==> src/rtl/alu_8bit.sv <==
// alu_8bit: registered arithmetic/logic unit.
//
// Operands a/b and opcode alu_sel are sampled on a rising clk edge while
// in_valid is high. The result, carry and divide-by-zero flag are registered
// and presented after that same edge, with out_valid high for one cycle.
// While in_valid is low, out_valid drops and the data outputs hold.
//
// Ports:
//   clk          rising-edge clock
//   rst_n        asynchronous active-low reset, clears every output
//   a, b         operands (WIDTH bits, unsigned)
//   alu_sel      4-bit opcode
//   in_valid     sample qualifier
//   alu_out      registered result
//   carry_out    registered carry / borrow / shift-out flag
//   out_valid    one-cycle strobe per accepted operation
//   div_by_zero  registered; set with the result of a divide by zero
//
// Optional build macro ALU_STATUS_EN adds registered zero_flag and ovf_flag
// (signed overflow for add/sub only).
module alu_8bit #(
    parameter int unsigned WIDTH = 8
) (
    input  logic             clk,
    input  logic             rst_n,
    input  logic [WIDTH-1:0] a,
    input  logic [WIDTH-1:0] b,
    input  logic [3:0]       alu_sel,
    input  logic             in_valid,
    output logic [WIDTH-1:0] alu_out,
    output logic             carry_out,
    output logic             out_valid,
`ifdef ALU_STATUS_EN
    output logic             zero_flag,
    output logic             ovf_flag,
`endif
    output logic             div_by_zero
);

    localparam int unsigned Msb = WIDTH - 1;

    logic [WIDTH:0]     sum;
    logic [WIDTH:0]     diff;
    logic [2*WIDTH-1:0] prod;
    logic               b_is_zero;

    logic [WIDTH-1:0]   result_d;
    logic               carry_d;
    logic               dbz_d;

    logic [WIDTH-1:0]   alu_out_q;
    logic               carry_out_q;
    logic               out_valid_q;
    logic               dbz_q;

    always_comb begin
        sum       = {1'b0, a} + {1'b0, b};
        // Top bit of the widened difference is the borrow (a < b).
        diff      = {1'b0, a} - {1'b0, b};
        prod      = {{WIDTH{1'b0}}, a} * {{WIDTH{1'b0}}, b};
        b_is_zero = (b == '0);
    end

    always_comb begin
        result_d = '0;
        carry_d  = 1'b0;
        dbz_d    = 1'b0;
        case (alu_sel)
            4'h0: begin
                result_d = sum[WIDTH-1:0];
                carry_d  = sum[WIDTH];
            end
            4'h1: begin
                result_d = diff[WIDTH-1:0];
                carry_d  = diff[WIDTH];
            end
            4'h2: begin
                result_d = prod[WIDTH-1:0];
                carry_d  = |prod[2*WIDTH-1:WIDTH];
            end
            4'h3: begin
                // Guarded so a zero divisor never produces X.
                result_d = b_is_zero ? '1 : (a / b);
                dbz_d    = b_is_zero;
            end
            4'h4: begin
                result_d = {a[WIDTH-2:0], 1'b0};
                carry_d  = a[Msb];
            end
            4'h5: begin
                result_d = {1'b0, a[WIDTH-1:1]};
                carry_d  = a[0];
            end
            4'h6: result_d = {a[WIDTH-2:0], a[Msb]};
            4'h7: result_d = {a[0], a[WIDTH-1:1]};
            4'h8: result_d = a & b;
            4'h9: result_d = a | b;
            4'hA: result_d = a ^ b;
            4'hB: result_d = ~(a | b);
            4'hC: result_d = ~(a & b);
            4'hD: result_d = ~(a ^ b);
            4'hE: result_d = {{(WIDTH-1){1'b0}}, (a > b)};
            4'hF: result_d = {{(WIDTH-1){1'b0}}, (a == b)};
        endcase
    end

    always_ff @(posedge clk or negedge rst_n) begin
        if (!rst_n) begin
            alu_out_q   <= '0;
            carry_out_q <= 1'b0;
            out_valid_q <= 1'b0;
            dbz_q       <= 1'b0;
        end else begin
            out_valid_q <= in_valid;
            if (in_valid) begin
                alu_out_q   <= result_d;
                carry_out_q <= carry_d;
                dbz_q       <= dbz_d;
            end
        end
    end

    assign alu_out     = alu_out_q;
    assign carry_out   = carry_out_q;
    assign out_valid   = out_valid_q;
    assign div_by_zero = dbz_q;

`ifdef ALU_STATUS_EN
    logic ovf_d;
    logic zero_q;
    logic ovf_q;

    // Signed overflow: add overflows when like-signed operands give an
    // unlike-signed sum; sub when unlike-signed operands flip a's sign.
    always_comb begin
        ovf_d = 1'b0;
        if (alu_sel == 4'h0) begin
            ovf_d = (a[Msb] == b[Msb]) && (sum[Msb] != a[Msb]);
        end else if (alu_sel == 4'h1) begin
            ovf_d = (a[Msb] != b[Msb]) && (diff[Msb] != a[Msb]);
        end
    end

    always_ff @(posedge clk or negedge rst_n) begin
        if (!rst_n) begin
            zero_q <= 1'b0;
            ovf_q  <= 1'b0;
        end else if (in_valid) begin
            zero_q <= (result_d == '0);
            ovf_q  <= ovf_d;
        end
    end

    assign zero_flag = zero_q;
    assign ovf_flag  = ovf_q;
`endif

endmodule

==> config.mk <==
export PLATFORM = sky130hd
export DESIGN_NAME = alu_8bit
export DESIGN_NICKNAME = d
export VERILOG_FILES = /design/src/rtl/alu_8bit.sv
export SDC_FILE = /design/constraint.sdc
export NUM_CORES = 1
export LEC_CHECK = 0
export CAP_MARGIN = 0
export CORE_MARGIN = 4
export CORE_UTILIZATION = 35
export CTS_BUF_LIST = sky130_fd_sc_hd__clkbuf_8 sky130_fd_sc_hd__clkbuf_16
export DETAILED_ROUTE_END_ITERATION = 6
export GPL_ROUTABILITY_DRIVEN = 0
export PLACE_DENSITY = 0.58
export SLEW_MARGIN = 20
export SYNTH_ARGS = -nofsm -noshare
export SYNTH_HDL_FRONTEND = slang
export SYNTH_SLANG_ARGS = --single-unit
==> constraint.sdc <==
create_clock -name clk -period 4.8 [get_ports clk]
set_input_delay 0.48 -clock clk [delete_from_list [all_inputs] [get_ports clk]]
set_output_delay 0.48 -clock clk [all_outputs]
set_load 0.02 [all_outputs]
==> reports/metrics.cfg, run 1 <==
[critical_path]
startpoint=b[7]
max_stage_delay_ns=0.54
worst_path_dominant_cell_family=compound AO/OA/AOI/OAI gates
startpoint_type=input pin
critical_path_buf_inv_count=5
critPathKind=input pin to flop
rr_startpoint=carry_out
slowest_stage=or4_4
worstPathRequired_ns=4.94
critPathCaptureType=flop
crit_path_max_fanout=7
path_common_cell=a21oi_2
critPathArrivalTime_ns=9.62

[yosys]
syn_nets=920
ys_async_sr_fraction=1.00
synthFlopType=dfrtp_1
synth_area_leaders=ha_1 (22%), fa_1 (13%), inv_1 (5.1%)
avgSynthCellArea_um2=7.58
synth_edf_count=0
synth_area_um2=5760
ys_ff_latch=11
synth_cell_types=71
ys_top_cells_by_count=ha_1 (99), inv_1 (79), nor2_1 (79)
ys_seq_area_frac=0.0478
synth_most_common_cell=ha_1
yosysTopAreaCell=ha_1
syn-instance-count=760
synth-warning-count=0
yosysTopAreaCellShare=0.215

[sta]
period_share=1.98
tightest_slew_ns=0.955
fin_skew_ns=0
setup_violations=4
period_needed_ns=9.48
fmax_ghz=0.105
layout_setup_ws_ns=-4.68
slew_headroom=0.362
hold_viol_final=0
rsz0062_at_grt=yes
finalMaxSlewViolations=0

[pwr]
p_total_mw=2.10
peakVddDrop_v=0.000188
p_clk_frac=0.079
pwr-share-comb=0.868
switching_share=0.458
power.internal_mw=1.14
power_density_nw_per_um2=248
p_seq_frac=0.053
switchingPower_mw=0.961
leakagePower_nw=4.00

[die]
core_area_um2=16000
dieArea_um2=18600
die_w_um=136
die_h_um=136
rows=46
ios=34
start_util=0.360

[clocking]
cts_max_level=1
tritoncts=done
cts_root_buf=clkbuf_16
clk_path_buf_depth=2
clk_latency_ns=0.25
clk_pin_slew_worst_paths_ns=0.05
clock_sinks=11
cts_made_buffers=3

[cells_and_area]
drive_above_1_share=0.321
antenna_cells=0
fin_nets=1135
final_core_util=0.528
area_delta_synth_final_pct=46.6

[drt]
wirelength_um=21100
drt_iter0_markers=562
viasPerCell=5.46
postRouteAntennaNets=0
drc=0
vias=6502
dr.pass1.iters=7
wire_per_inst_um=17.7

[flow_run]
max_cap_viol_count=0

[global_route]
grt_overflow_total=0
grt_pass1_wl_um=33100
grt_use_total=0.225
grt_max_degree=29
antenna_found_initial=0
grt_pass1_vias=6316

[placement]
hpwlAfterDp_um=16200
port_buffers=33

[hold_path]
min-delay-start=alu_out[4]
holdCritPathClass=flop to flop

[run_status]
status=finished with violations
violations=setup timing

[per-layer routing]
| metal | track usage | vias to the layer above | wire (um) |
|---|---|---|---|
| li1 | - | 3143 | - |
| met5 | 0 | - | 0 |
| met1 | 0.307 | 3068 | 9280 |
| met3 | 0.0229 | 51 | 1320 |
| met4 | 0.0784 | 0 | 733 |
| met2 | 0.370 | 240 | 9740 |
[cells in the final DEF, fill, tap and decap left out, drive strengths merged, types with 5 or more instances in the layout]
cell type	count
o21ai	50
o22ai	7
mux2	6
mux2i	11
nand2b	18
a21oi	32
o221ai	6
nand2	55
ha	99
xor2	6
a211o	5
a22oi	7
or3	6
xnor2	21
inv	80
nor4	6
a21o	10
a211oi	8
clkdlybuf4s50	18
nand4	8
nor2	81
o21bai	8
buf	209
nor2b	13
nor3	24
clkinv	5
o21a	16
and3	8
fa	38
or2	6
nand3	12
a31oi	8
dfrtp	11
o211ai	6
dlygate4sd2	8
[through the flow]
step | setup slack (ns) | TNS, ns | std cells | hold slack, ns | instance area [um2]
after floorplan | -4.80 | -12.21 | 760 | 0.184 | 5860
after global placement | -5.49 | -17.63 | 1144 | 0.495 | 7550
after detailed placement | -5.71 | -18.40 | 1144 | 0.504 | 7550
after CTS | -4.73 | -12.40 | 1189 | 0.520 | 8220
after global routing | -5.19 | -13.98 | 1190 | 0.521 | 8440
final | -4.68 | -12.15 | 1190 | 0.509 | 8440
[what timing repair did]
action | 4_1_cts | 5_1_grt
buffers inserted | 43 | 2
resized for setup | 107 | 48
gates cloned | 1 | 0
pin swaps | 51 | 35
hold buffers | 0 | 0
setup endpoints to repair | 6 | 7
[cell type report]
type                       instances  area [um2]
sequential                        11         275
multi-input combinational        636        5540
clock inverter                     1        3.75
inverter                          85         324
fill                            1568        7560
clock buffer                       3        75.1
tap                              216         270
timing repair buffer             238        1960
[power groups by stage]
stage | clock (mW) | combinational [mW] | sequential [mW]
global route | 0.170 | 2.01 | 0.113
detailed placement | 0 | 1.53 | 0.113
global placement | 0 | 1.52 | 0.113
CTS | 0.166 | 1.70 | 0.112
floorplan | 0 | 0.917 | 0.127
finish | 0.165 | 1.82 | 0.112
[logic make-up (layout without fill, tap and decap cells)]
logic type,Yosys count,after routing,share of synthesized area
and+or+nand+nor,252,252,0.214
DFF,11,11,0.0478
xor gates and xnor gates,27,27,0.0411
muxes,17,17,0.0308
buffers and inverters,114,327,0.0763
AOI/OAI and AO/OA,202,203,0.243
adders and majority gates,137,137,0.347
[sequential cells by signal (all words and copies together) (netlist names)]
register,count
carry_out,1
alu_out,8
div_by_zero,1
out_valid,1
[path summary, 6_finish.rpt]
kind	endpoint	slack (ns)	depth (start not counted)
worst max-delay path	alu_out[0]	-4.68	49
worst min-delay path	alu_out[4]	0.51	1
worst max register to register	carry_out	2.98	6
worst min register to register	alu_out[4]	0.51	1
max in group asynchronous	alu_out[4]	3.74	1
min in group asynchronous	alu_out[0]	0.64	1
(Power assumes the default switching activity.)
==> run 2: changes to the inputs <==
--- a/config.mk
+++ b/config.mk
@@ -6,7 +6,7 @@
 export NUM_CORES = 1
 export LEC_CHECK = 0
 export CAP_MARGIN = 0
-export CORE_MARGIN = 4
+export CORE_MARGIN = 2
 export CORE_UTILIZATION = 35
 export CTS_BUF_LIST = sky130_fd_sc_hd__clkbuf_8 sky130_fd_sc_hd__clkbuf_16
 export DETAILED_ROUTE_END_ITERATION = 6
==> run 2 against run 1 <==
Against the previous run:
- the run still ends with setup timing left
- sequential cell count is the same
- setup slack worse by 0.063 ns
- clock skew did not move
- final area down 0.81%
- global-route usage rose by 1.4 points
- critical endpoint unchanged
- largest cell class unchanged
==> reports/metrics.cfg, run 2 (synthesized netlist as in run 1, its figures left out) <==
[run_status]
status=finished with violations
violations=setup timing

[placement]
port_buffers=33
hpwlAfterDp_um=16000
placed_cell_area_um2=7480
dp.cells=1135

[pwr]
leakagePower_nw=3.98
peakVddDrop_v=0.000174
power_density_nw_per_um2=247

[drt]
wl_met2_um=9760
drt_iter0_markers=793
met3WireLength_um=1430
drc=0
postRouteAntennaNets=0
met1Wirelength_um=9250
wirelength_um=21100
dr.pass1.iters=5
wire_per_inst_um=17.7
viasPerCell=5.47
routed.top_layer=met4
vias=6487

[die]
rows=46
dieArea_um2=17500
core_area_um2=16000
die_h_um=132
start_util=0.360
die_w_um=132
ios=34

[critical_path]
critPathCaptureType=flop
crit_path_max_fanout=8
worstPathRequired_ns=4.93
critPathKind=input pin to flop
max_stage_delay_ns=0.53
path_common_cell=buf_4
critPathArrivalTime_ns=9.68
slowest_stage=or4_4
startpoint_type=input pin

[sta]
period_needed_ns=9.55
period_share=1.99
layout_setup_ws_ns=-4.75
slew_headroom=0.361
tightest_slew_ns=0.955
finalMaxSlewViolations=0
rsz0062_at_grt=yes
setup_violations=5
setup-tns-final_ns=-12.82
hold_viol_final=0
fmax_ghz=0.105
fin_skew_ns=0

[flow_run]
max_cap_viol_count=0

[global_route]
grt_use_total=0.239
grt_overflow_total=0
grt_pass1_vias=6405
antenna_found_initial=0
grt_pass1_wl_um=33900
grt_max_degree=29

[clocking]
clk_latency_ns=0.25
clk_pin_slew_worst_paths_ns=0.05
clock_sinks=11
tritoncts=done
cts_root_buf=clkbuf_16
ctsHoldBuffers=0
clk_path_buf_depth=2
cts_max_level=1
cts_made_buffers=3

[cells_and_area]
fin_nets=1132
drive_above_1_share=0.316
area_delta_synth_final_pct=45.4
layout_commonest_cell=buf_4
antenna_cells=0
fin_cells=1187
layout_common_cells=buf_4 (179), ha_1 (83), inv_1 (76)
postLayoutCellArea_um2=8380
largest_reg_flops=8

[hold_path]
holdCritPathClass=flop to flop

[run 2: final cells by class]
| cell class | count | area [um2] |
|---|---|---|
| fillers | 1531 | 7620 |
| multi-input cells | 635 | 5480 |
| repair buffers | 236 | 1940 |
| inverters | 85 | 328 |
| flip-flops and latches | 11 | 275 |
| well taps | 216 | 270 |
| clock buffers | 3 | 75.1 |
| clock inverters | 1 | 3.75 |
[run 2: where the power goes]
group | switching (mW) | total [mW] | internal [mW]
registers | 0.00726 | 0.112 | 0.105
logic | 0.881 | 1.79 | 0.909
clock network | 0.0515 | 0.162 | 0.110
[run 2: what timing repair did]
action,in CTS,in global routing
pin swaps,52,38
buffers inserted,53,17
endpoints found under the hold margin,0,0
resized for setup,121,54
setup endpoints to repair,6,6
[run 2: through the flow]
stage / utilization / total power, mW / worst slack, ns / hold slack, ns
floorplan: - / 1.04 / -4.80 / 0.184
global placement: 0.468 / 1.62 / -5.49 / 0.493
detailed placement: 0.468 / 1.62 / -5.73 / 0.496
CTS: 0.518 / 1.98 / -4.71 / 0.508
global route: 0.523 / 2.26 / -5.16 / 0.543
finish: 0.523 / 2.06 / -4.75 / 0.507
[run 2: layer usage]
layer	track usage	vias up
met5	0	-
met2	0.404	280
met4	0.0657	0
met1	0.324	3020
li1	-	3124
met3	0.0250	63
[run 2: path summary, 6_finish.rpt]
path / slack (ns) / start / endpoint / cells past startpoint
worst max-delay path: -4.75 / b[4] / alu_out[0] / 52
worst max register to register: 3.00 / carry_out / carry_out / 6
min in group asynchronous: 0.65 / rst_n / out_valid / 1
worst min register to register: 0.51 / alu_out[5] / alu_out[5] / 1
max in group asynchronous: 3.73 / rst_n / alu_out[4] / 1
worst min-delay path: 0.51 / alu_out[5] / alu_out[5] / 1
[run 2: critical path: cells and delay by family]
| family | cells | cell delay [ns] |
|---|---|---|
| AO/OA/AOI/OAI | 22 | 3.50 |
| AND/OR/NAND/NOR | 10 | 2.20 |
| adder cells (fa/ha/maj) | 7 | 1.65 |
| buffers and inverters | 11 | 1.13 |
| multiplexers | 2 | 0.67 |
